===== config.mk =====
export PLATFORM = sky130hd
export DESIGN_NAME = pll_lock_supervisor_flat
export DESIGN_NICKNAME = d
export VERILOG_FILES = /design/src/rtl/pll_lock_supervisor_if.sv /design/src/rtl/pll_lock_supervisor.sv /design/src/flat_wrapper.sv
export SDC_FILE = /design/constraint.sdc
export NUM_CORES = 1
export LEC_CHECK = 0
export CAP_MARGIN = 20
export CORE_ASPECT_RATIO = 1.2
export CORE_UTILIZATION = 48
export CTS_CLUSTER_SIZE = 16
export DETAILED_ROUTE_END_ITERATION = 12
export DONT_BUFFER_PORTS = 1
export PLACE_DENSITY = 0.66
export SLEW_MARGIN = 20
export SYNTH_ARGS = -nofsm -noshare
export SYNTH_HDL_FRONTEND = slang
export SYNTH_SLANG_ARGS = --single-unit
export TNS_END_PERCENT = 50

===== constraint.sdc =====
create_clock -name clock_in -period 2.6 [get_ports clock_in]
set_input_delay 0.26 -clock clock_in [delete_from_list [all_inputs] [get_ports clock_in]]
set_output_delay 0.26 -clock clock_in [all_outputs]
set_load 0.02 [all_outputs]

===== src/rtl/pll_lock_supervisor_if.sv =====
`timescale 1ns/1ps
// PLL supervisor signal bundle: raw lock and restart in, PLL pin controls and status out.
// The supervisor takes the master view; the PLL wrapper and system logic take the slave view.
interface pll_lock_supervisor_if #(
   parameter int CNT_WIDTH = 8
);
   logic                 locked_in;
   logic                 restart;
   logic                 pll_resetb;
   logic                 pll_bypass;
   logic                 sys_reset_n;
   logic                 locked;
   logic                 fault;
   logic [2:0]           state;
   logic [CNT_WIDTH-1:0] retry_count;
   logic [CNT_WIDTH-1:0] loss_count;

   modport master (
      input  locked_in, restart,
      output pll_resetb, pll_bypass, sys_reset_n, locked, fault, state, retry_count, loss_count
   );

   modport slave (
      output locked_in, restart,
      input  pll_resetb, pll_bypass, sys_reset_n, locked, fault, state, retry_count, loss_count
   );
endinterface


===== src/rtl/pll_lock_supervisor.sv =====
`timescale 1ns/1ps
// Sequences SB_PLL40 RESETB, qualifies LOCK over a stability window, retries on timeout
// and drives the design-wide reset from the reference clock domain.
//
// state      | meaning
// RESET_PLL  | PLL held in reset for RESET_CYCLES
// WAIT_LOCK  | PLL released, waiting up to LOCK_TIMEOUT for lock
// STABLE     | lock seen, must hold STABLE_CYCLES in a row
// RUN        | lock qualified, system reset released
// FAULT      | retries exhausted, optional bypass onto the reference clock
module pll_lock_supervisor #(
   parameter int RESET_CYCLES    = 16,
   parameter int LOCK_TIMEOUT    = 4096,
   parameter int STABLE_CYCLES   = 256,
   parameter int MAX_RETRIES     = 3,
   parameter int CNT_WIDTH       = 8,
   parameter int SYNC_STAGES     = 2,
   parameter int BYPASS_ON_FAULT = 1
) (
   input  logic                    clock_in,
   input  logic                    reset_n,
   pll_lock_supervisor_if.master   bus
);

   typedef enum logic [2:0] {
      S_RESET_PLL = 3'd0,
      S_WAIT_LOCK = 3'd1,
      S_STABLE    = 3'd2,
      S_RUN       = 3'd3,
      S_FAULT     = 3'd4
   } state_t;

   localparam int MAX_AB  = (RESET_CYCLES > LOCK_TIMEOUT) ? RESET_CYCLES : LOCK_TIMEOUT;
   localparam int MAX_CYC = (MAX_AB > STABLE_CYCLES) ? MAX_AB : STABLE_CYCLES;
   localparam int CW      = $clog2(MAX_CYC + 1);

   localparam logic [CW-1:0]        RESET_TC    = CW'(RESET_CYCLES - 1);
   localparam logic [CW-1:0]        LOCK_TC     = CW'(LOCK_TIMEOUT - 1);
   localparam logic [CW-1:0]        STABLE_TC   = CW'(STABLE_CYCLES - 1);
   localparam logic [CNT_WIDTH-1:0] RETRY_LIMIT = CNT_WIDTH'(MAX_RETRIES);
   localparam logic                 BYPASS_EN   = (BYPASS_ON_FAULT != 0);

   state_t                 state_q, state_d;
   logic [CW-1:0]          cnt_q, cnt_d;
   logic [CNT_WIDTH-1:0]   retry_q, retry_d;
   logic [CNT_WIDTH-1:0]   loss_q, loss_d;
   logic [SYNC_STAGES-1:0] sync_q;
   logic                   lk_s;
   logic                   pll_resetb_q, pll_bypass_q, sys_reset_n_q, locked_q, fault_q;

   assign lk_s = sync_q[SYNC_STAGES-1];

   always_comb begin
      state_d = state_q;
      cnt_d   = cnt_q + 1'b1;
      retry_d = retry_q;
      loss_d  = loss_q;
      if (bus.restart) begin
         state_d = S_RESET_PLL;
         cnt_d   = '0;
         retry_d = '0;
      end else begin
         case (state_q)
            S_RESET_PLL: begin
               if (cnt_q == RESET_TC) begin
                  state_d = S_WAIT_LOCK;
                  cnt_d   = '0;
               end
            end
            S_WAIT_LOCK: begin
               if (lk_s) begin
                  state_d = S_STABLE;
                  cnt_d   = '0;
               end else if (cnt_q == LOCK_TC) begin
                  cnt_d = '0;
                  if (retry_q < RETRY_LIMIT) begin
                     retry_d = retry_q + 1'b1;
                     state_d = S_RESET_PLL;
                  end else begin
                     state_d = S_FAULT;
                  end
               end
            end
            S_STABLE: begin
               // A dropout restarts the lock wait without charging a retry.
               if (!lk_s) begin
                  state_d = S_WAIT_LOCK;
                  cnt_d   = '0;
               end else if (cnt_q == STABLE_TC) begin
                  state_d = S_RUN;
                  cnt_d   = '0;
                  retry_d = '0;
               end
            end
            S_RUN: begin
               cnt_d = '0;
               if (!lk_s) begin
                  state_d = S_RESET_PLL;
                  loss_d  = (loss_q == '1) ? loss_q : loss_q + 1'b1;
               end
            end
            S_FAULT: begin
               cnt_d = '0;
            end
            default: begin
               state_d = S_RESET_PLL;
               cnt_d   = '0;
            end
         endcase
      end
   end

   // Outputs are decoded from the next state so they change on the entering edge.
   always_ff @(posedge clock_in or negedge reset_n) begin
      if (!reset_n) begin
         state_q       <= S_RESET_PLL;
         cnt_q         <= '0;
         retry_q       <= '0;
         loss_q        <= '0;
         sync_q        <= '0;
         pll_resetb_q  <= 1'b0;
         pll_bypass_q  <= 1'b0;
         sys_reset_n_q <= 1'b0;
         locked_q      <= 1'b0;
         fault_q       <= 1'b0;
      end else begin
         state_q       <= state_d;
         cnt_q         <= cnt_d;
         retry_q       <= retry_d;
         loss_q        <= loss_d;
         sync_q        <= {sync_q[SYNC_STAGES-2:0], bus.locked_in};
         pll_resetb_q  <= (state_d == S_WAIT_LOCK) || (state_d == S_STABLE) || (state_d == S_RUN);
         pll_bypass_q  <= BYPASS_EN && (state_d == S_FAULT);
         sys_reset_n_q <= (state_d == S_RUN) || (BYPASS_EN && (state_d == S_FAULT));
         locked_q      <= (state_d == S_RUN);
         fault_q       <= (state_d == S_FAULT);
      end
   end

   assign bus.state       = state_q;
   assign bus.retry_count = retry_q;
   assign bus.loss_count  = loss_q;
   assign bus.pll_resetb  = pll_resetb_q;
   assign bus.pll_bypass  = pll_bypass_q;
   assign bus.sys_reset_n = sys_reset_n_q;
   assign bus.locked      = locked_q;
   assign bus.fault       = fault_q;

endmodule

===== src/flat_wrapper.sv =====
// flat-port wrapper written by rule: the top's interface ports become plain ports
module pll_lock_supervisor_flat 
#(
   parameter int RESET_CYCLES    = 16,
   parameter int LOCK_TIMEOUT    = 4096,
   parameter int STABLE_CYCLES   = 256,
   parameter int MAX_RETRIES     = 3,
   parameter int CNT_WIDTH       = 8,
   parameter int SYNC_STAGES     = 2,
   parameter int BYPASS_ON_FAULT = 1
)
  (clock_in, reset_n, bus_locked_in, bus_restart, bus_pll_resetb, bus_pll_bypass, bus_sys_reset_n, bus_locked, bus_fault, bus_state, bus_retry_count, bus_loss_count);
  pll_lock_supervisor_if #(.CNT_WIDTH(CNT_WIDTH)) bus_i ();
  input  logic clock_in;
  input  logic reset_n;
  input wire logic [$bits(bus_i.locked_in)-1:0] bus_locked_in;
  input wire logic [$bits(bus_i.restart)-1:0] bus_restart;
  output wire logic [$bits(bus_i.pll_resetb)-1:0] bus_pll_resetb;
  output wire logic [$bits(bus_i.pll_bypass)-1:0] bus_pll_bypass;
  output wire logic [$bits(bus_i.sys_reset_n)-1:0] bus_sys_reset_n;
  output wire logic [$bits(bus_i.locked)-1:0] bus_locked;
  output wire logic [$bits(bus_i.fault)-1:0] bus_fault;
  output wire logic [$bits(bus_i.state)-1:0] bus_state;
  output wire logic [$bits(bus_i.retry_count)-1:0] bus_retry_count;
  output wire logic [$bits(bus_i.loss_count)-1:0] bus_loss_count;
  assign bus_i.locked_in = bus_locked_in;
  assign bus_i.restart = bus_restart;
  assign bus_pll_resetb = bus_i.pll_resetb;
  assign bus_pll_bypass = bus_i.pll_bypass;
  assign bus_sys_reset_n = bus_i.sys_reset_n;
  assign bus_locked = bus_i.locked;
  assign bus_fault = bus_i.fault;
  assign bus_state = bus_i.state;
  assign bus_retry_count = bus_i.retry_count;
  assign bus_loss_count = bus_i.loss_count;
  pll_lock_supervisor #(.RESET_CYCLES(RESET_CYCLES), .LOCK_TIMEOUT(LOCK_TIMEOUT), .STABLE_CYCLES(STABLE_CYCLES), .MAX_RETRIES(MAX_RETRIES), .CNT_WIDTH(CNT_WIDTH), .SYNC_STAGES(SYNC_STAGES), .BYPASS_ON_FAULT(BYPASS_ON_FAULT)) u_core (.clock_in(clock_in), .reset_n(reset_n), .bus(bus_i));
endmodule

Yosys cells after proc, flatten, opt, wreduce, memory -nomap -nowiden
Index checks and enable logic that the tools add are counted.
{"block": "classes", "n_addsub": 3, "magnitude_cmp": 1, "eq_ne": 17, "n_mux": 23, "n_bitwise": 3, "reduce_logical": 7}
{"cell": "$mux W13", "count": 6}
{"cell": "$mux W8", "count": 6}
{"cell": "$pmux W13 S3", "count": 1}
{"cell": "$mux W3", "count": 8}
{"cell": "$add A8 B1 Y8 const B", "count": 2}
{"cell": "$pmux W8 S2", "count": 1}
{"cell": "$pmux W3 S5", "count": 1}
{"cell": "$add A13 B1 Y13 const B", "count": 1}
{"cell": "$eq A13 B12 Y1 const B", "count": 1}
{"cell": "$eq A13 B4 Y1 const B", "count": 1}
{"cell": "$eq A13 B8 Y1 const B", "count": 1}
{"cell": "$eq A3 B2 Y1 const B", "count": 4}
{"cell": "$ne A3 B2 Y1 const B", "count": 4}
{"cell": "$eq A8 B8 Y1 const B", "count": 1}
{"cell": "$lt A8 B2 Y1 const B", "count": 1}
{"cell": "$eq A3 B1 Y1 const B", "count": 2}
{"cell": "$eq A3 B3 Y1 const B", "count": 2}
{"cell": "$reduce_and A6 Y1", "count": 1}
{"cell": "$reduce_and A4 Y1", "count": 1}
{"cell": "$logic_not A3 Y1", "count": 1}
{"cell": "$logic_or A1 B1 Y1", "count": 3}
{"cell": "$ne A3 B3 Y1 const B", "count": 1}
{"cell": "$not A1 Y1", "count": 3}
{"cell": "$reduce_bool A3 Y1", "count": 1}
{"block": "word_totals", "reg_bits": 38, "in_bits": 4, "output_inout_bits": 24, "wordCells": 63}

Longest topological paths before layout
Gate-level depths: netlist of run 1.
{"block": "logic_depth", "word_depth": 9, "mapped_depth": 7}

Worst setup path after synthesis of run 1
OpenSTA, ideal clock, no wires.
{"block": "synth_timing", "path_type": "reg-to-reg", "startpoint": "register u_core.cnt_q[8]", "endpoint": "register u_core.retry_q[0] (netlist: u_core.bus.retry_count[0])", "setup_ns": 0.125, "t_arrival_ns": 2.023, "path_slack_ns": 0.452, "path_stages_with_launch": 5, "n_path_buf": 0, "synth_period_minus_slack_ns": 2.148, "path_cell_list": "dfrtp_1 -> or4_1 -> or4_2 -> o22ai_1 -> mux2_2"}
{"block": "synth_via", "elab_chain_cells": 3}
{"item": "start: declaration", "line": "pll_lock_supervisor.sv:44", "text": "logic [CW-1:0] cnt_q, cnt_d;"}
{"item": "start signal: assignment", "line": "pll_lock_supervisor.sv:128", "text": "cnt_q <= cnt_d;"}
{"item": "$eq A13 B8 Y1 / $eq A13 B12 Y1 (equally long branches)", "line": "pll_lock_supervisor.sv:89, pll_lock_supervisor.sv:74"}
{"item": "$ne A3 B2 Y1 (no source line)"}
{"item": "$reduce_and A6 Y1 (no source line) *"}
{"item": "end signal: assignment", "line": "pll_lock_supervisor.sv:129", "text": "retry_q <= retry_d;"}
{"item": "end: declaration", "line": "pll_lock_supervisor.sv:45", "text": "logic [CNT_WIDTH-1:0] retry_q, retry_d;"}
Mark *: on every way between the ends. The rest lies on a longest branch, timed or not.
A chain may end at the register's enable or synchronous reset.

Worst setup path after layout of run 1
{"block": "layout_timing", "startpoint": "register u_core.cnt_q[0]", "endpoint": "register u_core.retry_q[1] (netlist: u_core.bus.retry_count[1])"}
The elaborated chain is that of the path after synthesis.

==> metrics.csv, run 1 <==
stage,metric,value,unit
logic_synthesis,Synthesized Nets,175,
drt,DR vias,1281,
logic_synthesis,Gate Count Post-Synth,168,
logic_synthesis,post-synthesis register bit count,38,
sta,FMAX,0.4436,GHz
power,peak supply drop,352.3,µV
setup_path,worst path bufs/invs,0,
global_route,grt total ovfl,0,
clock_network,H-tree levels,2,
drt,DRC viols,3,
floorplanning,Starting Density,51.63,%
clock_network,"Clk Latency, worst-skew pair",0.29,ns
global_route,Overall Global Routing Usage,18.54,%
drt,WL final,3.264,mm
sta,fin. max-slew vios,0,
placement,Placement Setup Slack,0.3607,ns
setup_path,CP Data Arrival Time,2.46,ns
clock_network,clock-pin slew on the worst setup and hold paths,0.07,ns
logic_synthesis,warning count from the yosys run,0,
setup_path,FF-to-FF Start,u_core.cnt_q[0],
drt,initial DRC count,53,
logic_synthesis,ys async rst share,100.0,%
sta,Final setup viols,0,
sta,skew final,0.008551,ns
drt,Pre-antenna DRT Iters,8,
clock_network,Post-CTS Setup Bufs,0,
outcome,failing checks,design-rule violations,
global_route,pin count of the biggest net entering global routing,39,
clock_network,clock root buffer,clkbuf_8,
drt,"antenna viol nets, final",0,
layout,fillers,316,
floorplanning,DIE WIDTH,57.64,µm
setup_path,crit path max-delay cell type,or4_1,
logic_synthesis,Syn Std Cell Area,1783,µm²
global_route,first-pass GRT wire length,5.457,mm
power,Flop pwr share,57.6,%
logic_synthesis,top post-synthesis cells by count,"38 x dfrtp_1, 15 x xnor2_1, 13 x a21oi_1, 12 x nand2_1, 12 x nand3_1",
worst_hold_path,hold path depth,1,
power,Comb power frac,3.4,%
logic_synthesis,"Top FF cell, synth",dfrtp_1,
sta,unrepaired setup endpoints after global routing,false,
sta,Final Hold Fails,0,
drt,Avg WL per Cell,15.25,µm
logic_synthesis,most common cell in the netlist,dfrtp_1,
setup_path,reg2reg path depth,5,
setup_path,"slowest stage delay, CP",0.66,ns
sta,final period utilization,86.70,%
placement,input/output buffers,0,
setup_path,"most used cell, CP",or4_1,
setup_path,worst setup path class,reg -> reg,
placement,GP Congestion,0.8112,
layout,share of layout cells above drive strength 1,9.605,%
logic_synthesis,"EDFF count, synth",0,
logic_synthesis,"area leader, netlist",dfrtp_1,
layout,Final nets,183,
layout,Reg area,950.9,µm²
power,clock power share,39.0,%
power,internal power,0.8237,mW
logic_synthesis,top cell type's share of synthesized area,53.33,%
power,Pwr Density,533.4,nW/µm²
sta,Worst-Margin Slew,0.4988,ns
logic_synthesis,Syn Area/Cell,10.61,µm²
power,switch share,21.45,%
drt,via/cell ratio,5.986,
outcome,outcome,"complete, but fails checks",
setup_path,"setup slack, reg-to-reg",0.35,ns
clock_network,# clock sinks,38,
worst_hold_path,min-delay worst type,in -> reg,
setup_path,RR Endpoint,u_core.bus.retry_count[1],
sta,setup ws final,0.3458,ns
placement,HPWL after DPL,2.305,mm
power,P_leak,0.8524,nW
power,switching pwr,0.2249,mW
sta,minimum clock period,2.254,ns
clock_network,clock tree from TritonCTS,done,
flow_run,max cap viols,0,
setup_path,CP endpoint kind,flop,
sta,Worst slew margin,66.68,%
floorplanning,Vert. Die Dim,68.77,µm
floorplanning,Ports,28,
logic_synthesis,Synth cell types,40,
worst_hold_path,hold path endpoint,u_core.bus.state[0],
sta,post-route setup TNS,0,ns
floorplanning,Die Area,3963,µm²
logic_synthesis,"Seq/Total Area, Yosys",53.33,%
worst_hold_path,Hold Path Origin,bus_restart,
floorplanning,Core ar.,3453,µm²
layout,ANT cells,0,
floorplanning,row count,23,
setup_path,"Cell Chain, Critical Path","ha_1, nand4_4, or4_1, or4_1, a21oi_1",
clock_network,clock tree buffer depth,2,
clock_network,TritonCTS buffer count,5,
setup_path,startpoint types,flop,
global_route,number of global-route vias before repair,1257,
layout,Synth-to-Final Area Change,10.25,%
layout,area of the multi-input gates,784.5,µm²
setup_path,CP top delay family,simple AND/OR/NAND/NOR gates,
global_route,initial antenna violation count,0,
setup_path,Critical Path RT,2.81,ns
setup_path,CP max FO,8,
logic_synthesis,top post-synthesis cells by area,"dfrtp_1 53%, xnor2_1 7.4%, a21oi_1 3.6%, nand3_1 3.4%, nor4_1 2.8%",
## metrics by stage
stage	total power [mW]	std cells	hold WS (ns)	area [µm²]	utilization (%)
floorplan	0.6311	168	-0.03559	1783	-
global placement	0.6342	203	-0.03493	1834	53.12
detailed placement	0.6349	203	-0.03490	1834	53.12
CTS	1.063	214	0.02200	1966	56.92
global route	1.103	214	0.01607	1966	56.92
finish	1.049	214	0.02880	1966	56.92
## worst reg2reg max path, delay by kind of cell (launching register included)
family                   cells  cell delay (ns)
flip-flops                   1             0.39
adder cells (fa/ha/maj)      1             0.26
AND/OR/NAND/NOR              3             1.37
AO/OA/AOI/OAI                1             0.17
## registers in the layout (all words and copies together) (netlist names)
name / flops
u_core.bus.pll_resetb: 1
u_core.bus.state: 3
u_core.bus.sys_reset_n: 1
u_core.bus.pll_bypass: 1
u_core.bus.loss_count: 8
u_core.sync_q: 2
u_core.bus.locked: 1
u_core.bus.retry_count: 8
u_core.cnt_q: 13
## placed cells by master, fill, tap and decap left out, types with 3 or more instances in the layout
cell / instances
a21oi_1: 13
and2_1: 6
buf_4: 5
clkbuf_8: 6
dfrtp_1: 38
ha_1: 3
inv_1: 4
nand2_1: 12
nand3_1: 12
nand4_1: 3
nor2_1: 8
nor3_1: 6
nor4_1: 8
or4_1: 4
xnor2_1: 15
## cell families after synthesis
logic type,synth area share (%)
XOR/XNOR,8.351
AND/OR/NAND/NOR,22.32
buffers and inverters,2.666
flip-flops,53.33
multiplexers,1.824
AO/OA/AOI/OAI,9.404
adder cells (fa/ha/maj),2.105
## final cells by class
type                       count  area share, %
clock buffer                   7          4.392
clock inverter                 1         0.2546
inverter                       4         0.7638
multi-input combinational    119          39.91
sequential                    38          48.38
tap                           37          2.355
timing repair buffer           8          3.947
## layer usage
layer	vias to the layer above	track usage, %	share of wire, %
li1	622	-	-
met1	625	21.23	43
met2	30	31.54	52
met3	4	6.530	4.7
met4	0	7.927	1.1
met5	-	0	0
## power by group through the flow
stage	registers, mW	logic (mW)	clock network [mW]
finish	0.604	0.0353	0.409
global route	0.605	0.0407	0.457
CTS	0.604	0.0372	0.421
detailed placement	0.616	0.0191	0
global placement	0.616	0.0187	0
floorplan	0.614	0.0167	0
## timing repair
item,CTS,global route
hold endpoints to repair,39,0
hold buffers,3,0
resized for setup,0,0
## how the worst max path moves through the flow
stage                     from                         to  slack [ns]  cells after the start
3_3_place_gp   u_core.cnt_q[8]  u_core.bus.retry_count[0]        0.40                      4
6_report       u_core.cnt_q[0]  u_core.bus.retry_count[1]        0.35                      5
2_1_floorplan  u_core.cnt_q[8]  u_core.bus.retry_count[0]        0.45                      4
4_1_cts        u_core.cnt_q[0]  u_core.bus.retry_count[1]        0.34                      5
3_5_place_dp   u_core.cnt_q[0]  u_core.bus.retry_count[1]        0.36                      5
5_1_grt        u_core.cnt_q[0]  u_core.bus.retry_count[1]        0.24                      5
Power figures use the tool's default switching activity.
==> run 2, diff against run 1 <==
--- a/config.mk
+++ b/config.mk
@@ -7,11 +7,11 @@
 export LEC_CHECK = 0
 export CAP_MARGIN = 20
 export CORE_ASPECT_RATIO = 1.2
-export CORE_UTILIZATION = 48
+export CORE_UTILIZATION = 55
 export CTS_CLUSTER_SIZE = 16
 export DETAILED_ROUTE_END_ITERATION = 12
 export DONT_BUFFER_PORTS = 1
-export PLACE_DENSITY = 0.66
+export PLACE_DENSITY = 0.73
 export SLEW_MARGIN = 20
 export SYNTH_ARGS = -nofsm -noshare
 export SYNTH_HDL_FRONTEND = slang
==> run 2 against run 1 <==
Effect of this change: the flow now finishes without violations; clock power down 21%; global-route usage is 2.5 points higher; flip-flop and latch count is the same; die area down 12%; fmax fell by 1.9%; combinational power up 4%; hold slack better by 0.15 ns; clock skew increased by 0.0030 ns; wire length fell by 1.7%; critical endpoint is now u_core.cnt_q[12].
==> metrics.csv, run 2 (same netlist as run 1, synthesis figures left out) <==
stage,metric,value,unit,change
power,P_leak,0.8337,nW,was 0.8524 nW
setup_path,"Cell Chain, Critical Path","or4_1, nor4_1, o32a_1, a22oi_1",,"was ha_1, nand4_4, or4_1, or4_1, a21oi_1"
layout,Reg area,950.9,µm²,unchanged
drt,Avg WL per Cell,15.14,µm,was 15.25 µm
sta,FMAX,0.4352,GHz,was 0.4436 GHz
sta,fin. max-slew vios,0,,unchanged
layout,area of the multi-input gates,784.5,µm²,unchanged
layout,most frequent cells in the layout,"38 x dfrtp_1, 15 x xnor2_1, 13 x a21oi_1",,unchanged
drt,"antenna viol nets, final",0,,unchanged
drt,DRC viols,0,,was 3
drt,Pre-antenna DRT Iters,4,,was 8
clock_network,TritonCTS buffer count,5,,unchanged
floorplanning,Die Area,3474,µm²,was 3963 µm²
floorplanning,Vert. Die Dim,64.37,µm,was 68.77 µm
clock_network,PostCTS Resize Cnt,0,,unchanged
clock_network,clock tree from TritonCTS,done,,unchanged
layout,"most common cell after layout, fill and taps aside",dfrtp_1,,unchanged
layout,fillers,250,,was 316
global_route,first-pass GRT wire length,5.264,mm,was 5.457 mm
global_route,pin count of the biggest net entering global routing,39,,unchanged
global_route,Overall Global Routing Usage,21.06,%,was 18.54%
drt,WL final,3.210,mm,was 3.264 mm
floorplanning,Starting Density,57.83,%,was 51.63%
global_route,grt total ovfl,0,,unchanged
floorplanning,row count,22,,was 23
global_route,initial antenna violation count,0,,unchanged
worst_hold_path,min-delay worst type,in -> reg,,unchanged
sta,Final setup viols,0,,unchanged
clock_network,"Clk Latency, worst-skew pair",0.35,ns,was 0.29 ns
sta,Final Hold Fails,0,,unchanged
clock_network,clock root buffer,clkbuf_4,,was clkbuf_8
layout,Final nets,182,,was 183
placement,HPWL after DPL,2.252,mm,was 2.305 mm
clock_network,H-tree levels,2,,unchanged
setup_path,worst setup path class,reg -> reg,,unchanged
floorplanning,Ports,28,,unchanged
global_route,number of global-route vias before repair,1216,,"was 1,257"
setup_path,"slowest stage delay, CP",0.59,ns,was 0.66 ns
drt,via/cell ratio,6.094,,was 5.986
clock_network,# clock sinks,38,,unchanged
sta,setup ws final,0.3020,ns,was 0.3458 ns
clock_network,clock tree buffer depth,2,,unchanged
drt,DR vias,1292,,"was 1,281"
placement,Cells after DPL,200,,was 203
placement,GP Congestion,0.8250,,was 0.8112
sta,minimum clock period,2.298,ns,was 2.254 ns
sta,Worst slew margin,57.86,%,was 66.68%
layout,Largest register FFs,13,,unchanged
sta,final period utilization,88.39,%,was 86.70%
floorplanning,Core ar.,3083,µm²,was 3453 µm²
sta,skew final,0.01152,ns,was 0.008551 ns
sta,post-route setup TNS,0,ns,unchanged
layout,Synth-to-Final Area Change,8.351,%,was 10.25%
layout,fin util,62.66,%,was 56.92%
outcome,outcome,"complete, no violations",,"was complete, but fails checks"
power,peak supply drop,423.2,µV,was 352.3 µV
setup_path,CP Data Arrival Time,2.49,ns,was 2.46 ns
setup_path,CP max FO,13,,was 8
setup_path,crit path max-delay cell type,or4_1,,unchanged
placement,Placement Setup Slack,0.3340,ns,was 0.3607 ns
sta,unrepaired setup endpoints after global routing,false,,unchanged
layout,post-route non-filler standard cell count,212,,was 214
worst_hold_path,Hold Path Origin,bus_restart,,unchanged
flow_run,max cap viols,0,,unchanged
clock_network,clock-pin slew on the worst setup and hold paths,0.11,ns,was 0.07 ns
layout,ANT cells,0,,unchanged
setup_path,CP Launch Point,u_core.cnt_q[8],,was u_core.cnt_q[0]
placement,input/output buffers,0,,unchanged
layout,share of layout cells above drive strength 1,9.091,%,was 9.605%
drt,initial DRC count,29,,was 53
sta,Worst-Margin Slew,0.6263,ns,was 0.4988 ns
setup_path,startpoint types,flop,,unchanged
setup_path,Critical Path RT,2.79,ns,was 2.81 ns
floorplanning,DIE WIDTH,53.98,µm,was 57.64 µm
setup_path,FF-to-FF Start,u_core.cnt_q[8],,was u_core.cnt_q[0]
power,Pwr Density,499.9,nW/µm²,was 533.4 nW/µm²
setup_path,CP endpoint kind,flop,,unchanged
layout,most flop-heavy register,u_core.cnt_q,,unchanged
==> run 2: cell types whose count changed in the layout (fill, tap and decap cells not counted), sizes merged <==
cell	previous run	this run
buf	6	4
clkbuf	7	6
clkinvlp	0	1
dlygate4sd3	2	3
==> run 2: layout make-up <==
cell class	count	area share, %
Clock inverter	2	0.6477
Sequential cell	38	49.22
Multi-Input combinational cell	119	40.61
Inverter	4	0.7772
Clock buffer	6	2.655
Tap cell	36	2.332
Timing Repair Buffer	7	3.756
==> run 2: repair_timing <==
item / CTS / global route
setup endpoints to repair: 0 / 0
hold buffers: 4 / 0
hold endpoints to repair: 46 / 0
setup buffers: 0 / 0
==> run 2: path summary, 6_finish.rpt <==
kind | cells past startpoint | slack [ns] | endpoint
worst max-delay path | 4 | 0.30 | u_core.cnt_q[12]
worst min-delay path | 2 | 0.18 | u_core.bus.retry_count[3]
worst max register to register | 4 | 0.30 | u_core.cnt_q[12]
worst min register to register | 0 | 0.37 | u_core.sync_q[1]
max in group asynchronous | 2 | 2.04 | u_core.cnt_q[12]
min in group asynchronous | 2 | 0.35 | u_core.bus.pll_resetb
==> run 2: layer usage <==
layer | part of all wire, % | GRT usage [%] | up-vias | routed length [µm]
met3 | 4.0 | 7.143 | 6 | 127
met4 | 2.0 | 10.58 | 0 | 65
li1 | - | - | 622 | -
met5 | 0 | 0 | - | 0
met2 | 49 | 31.79 | 28 | 1586
met1 | 45 | 26.11 | 636 | 1431
==> run 2: where the power goes <==
group / internal [mW] / switching [mW] / leakage, nW
clock: 0.130 / 0.195 / 0.0343
combinational: 0.0130 / 0.0236 / 0.276
sequential: 0.597 / 0.00776 / 0.524
==> run 2: metrics by stage <==
step	cell area [µm²]	hold WS, ns	total power [mW]
global placement	1818	-0.03493	0.6326
CTS	1932	0.1674	0.9759
global route	1932	0.1582	1.009
finish	1932	0.1753	0.9658
floorplan	1783	-0.03559	0.6311
detailed placement	1818	-0.03477	0.6339
==> run 2: worst max-delay path: cells and delay by family, from the launching register on <==
kind | cells | cell delay (ns)
AOI/OAI and AO/OA | 2 | 0.67
DFF | 1 | 0.45
and+or+nand+nor | 2 | 1.03
==> run 3, diff against run 2 <==
--- a/config.mk
+++ b/config.mk
@@ -11,7 +11,9 @@
 export CTS_CLUSTER_SIZE = 16
 export DETAILED_ROUTE_END_ITERATION = 12
 export DONT_BUFFER_PORTS = 1
+export MAX_ROUTING_LAYER = met4
 export PLACE_DENSITY = 0.73
+export SETUP_SLACK_MARGIN = 0.3
 export SLEW_MARGIN = 20
 export SYNTH_ARGS = -nofsm -noshare
 export SYNTH_HDL_FRONTEND = slang
==> run 3 against run 2 <==
Effect of this change: critical path depth did not move; hold slack got worse by 0.0043 ns; setup slack better by 0.0031 ns; clock skew fell by 0.0011 ns.
==> metrics.csv, run 3 (same netlist as run 1, synthesis figures left out) <==
stage,metric,value,unit,change
outcome,outcome,"complete, no violations",,unchanged
clock_network,clock root buffer,clkbuf_4,,unchanged
sta,fin. max-slew vios,0,,unchanged
sta,unrepaired setup endpoints after global routing,true,,was false
clock_network,# clock sinks,38,,unchanged
drt,WL final,3.253,mm,was 3.210 mm
sta,Worst slew margin,58.06,%,was 57.86%
floorplanning,DIE WIDTH,53.98,µm,unchanged
sta,Final setup viols,0,,unchanged
drt,via/cell ratio,6.103,,was 6.094
layout,share of layout cells above drive strength 1,10.73,%,was 9.091%
global_route,grt total ovfl,0,,unchanged
global_route,Overall Global Routing Usage,21.62,%,was 21.06%
setup_path,reg2reg path depth,4,,unchanged
setup_path,startpoint types,flop,,unchanged
setup_path,Critical Path RT,2.83,ns,was 2.79 ns
sta,FMAX,0.4357,GHz,was 0.4352 GHz
floorplanning,row count,22,,unchanged
clock_network,H-tree levels,2,,unchanged
layout,most frequent cells in the layout,"38 x dfrtp_1, 15 x xnor2_1, 13 x a21oi_1",,unchanged
sta,skew final,0.01040,ns,was 0.01152 ns
setup_path,CP Data Arrival Time,2.53,ns,was 2.49 ns
floorplanning,Starting Density,57.83,%,unchanged
global_route,number of global-route vias before repair,1223,,"was 1,216"
layout,Final nets,183,,was 182
power,Pwr Density,494.1,nW/µm²,was 499.9 nW/µm²
power,peak supply drop,424.1,µV,was 423.2 µV
global_route,initial antenna violation count,0,,unchanged
worst_hold_path,min-delay worst type,in -> reg,,unchanged
sta,post-route setup TNS,0,ns,unchanged
floorplanning,Ports,28,,unchanged
placement,HPWL after DPL,2.252,mm,unchanged
layout,most flop-heavy register,u_core.cnt_q,,unchanged
power,P_leak,0.8468,nW,was 0.8337 nW
sta,Final Hold Fails,0,,unchanged
clock_network,clock-pin slew on the worst setup and hold paths,0.11,ns,about the same
flow_run,max cap viols,0,,unchanged
drt,"antenna viol nets, final",0,,unchanged
drt,initial DRC count,30,,was 29
worst_hold_path,hold path depth,2,,unchanged
clock_network,TritonCTS buffer count,5,,unchanged
sta,final period utilization,88.27,%,was 88.39%
drt,DR vias,1300,,"was 1,292"
drt,Pre-antenna DRT Iters,4,,unchanged
placement,GP Congestion,0.8374,,was 0.8250
floorplanning,Die Area,3474,µm²,unchanged
setup_path,worst setup path class,reg -> reg,,unchanged
placement,Placement Setup Slack,0.3340,ns,unchanged
layout,Synth-to-Final Area Change,9.755,%,was 8.351%
sta,setup ws final,0.3051,ns,was 0.3020 ns
drt,DRC viols,0,,unchanged
sta,Worst-Margin Slew,0.6234,ns,was 0.6263 ns
floorplanning,Vert. Die Dim,64.37,µm,unchanged
layout,Largest register FFs,13,,unchanged
setup_path,CP max FO,5,,was 13
layout,"most common cell after layout, fill and taps aside",dfrtp_1,,unchanged
global_route,first-pass GRT wire length,5.257,mm,was 5.264 mm
layout,ANT cells,0,,unchanged
global_route,pin count of the biggest net entering global routing,39,,unchanged
placement,input/output buffers,0,,unchanged
floorplanning,Core ar.,3083,µm²,unchanged
clock_network,"Clk Latency, worst-skew pair",0.35,ns,about the same
clock_network,clock tree from TritonCTS,done,,unchanged
drt,Avg WL per Cell,15.27,µm,was 15.14 µm
setup_path,CP endpoint kind,flop,,unchanged
sta,minimum clock period,2.295,ns,was 2.298 ns
clock_network,clock tree buffer depth,2,,unchanged
-- run 3: per-layer routing --
metal	GRT usage (%)	share of wire, %	routed length, µm
met5	-	0	0
met4	10.58	2.4	78
met3	7.143	4.1	132
met2	31.79	49	1580
met1	26.11	45	1461
-- run 3: worst paths after layout --
check / startpoint / end / slack [ns]
max: u_core.cnt_q[8] / u_core.bus.retry_count[0] / 0.31
min: bus_restart / u_core.bus.retry_count[3] / 0.17
max reg2reg: u_core.cnt_q[8] / u_core.bus.retry_count[0] / 0.31
min reg2reg: u_core.sync_q[0] / u_core.sync_q[1] / 0.37
max in group asynchronous: reset_n / u_core.cnt_q[12] / 2.05
min in group asynchronous: reset_n / u_core.bus.pll_resetb / 0.35
-- run 3: area by class of cell --
| cell class | instances | area [µm²] |
|---|---|---|
| fill | 249 | 1126 |
| clock inverter | 2 | 12.51 |
| tap | 36 | 45.04 |
| inverter | 4 | 15.01 |
| multi-input combinational | 119 | 789.5 |
| clock buffer | 6 | 51.30 |
| sequential | 38 | 950.9 |
| timing repair buffer | 8 | 92.59 |
-- run 3: critical path, stage by stage, from the launching register on --
cell	delay, ns
dfrtp_1	0.45
or4_1	0.58
or4_2	0.58
o22ai_1	0.22
mux2_2	0.36
-- run 3: where the power goes --
part           internal [mW]  switching, mW  total, mW
Sequential             0.597        0.00795      0.605
Clock                  0.130          0.195      0.325
Combinational         0.0132         0.0236     0.0368
-- run 3: through the flow --
step	instance area [µm²]	hold slack [ns]	power (mW)	util (%)	cells
detailed placement	1818	-0.03477	0.6339	58.97	200
CTS	1932	0.1674	0.9759	62.66	212
global placement	1818	-0.03493	0.6326	58.97	200
finish	1957	0.1710	0.9669	63.47	213
floorplan	1783	-0.03559	0.6311	-	168
global route	1957	0.1582	1.009	63.47	213
-- run 3: what timing repair did --
action	CTS	global route
hold buffers	4	0
setup buffers	0	1
endpoints found under the setup margin	0	15
endpoints found under the hold margin	46	0
gates resized for setup	0	2
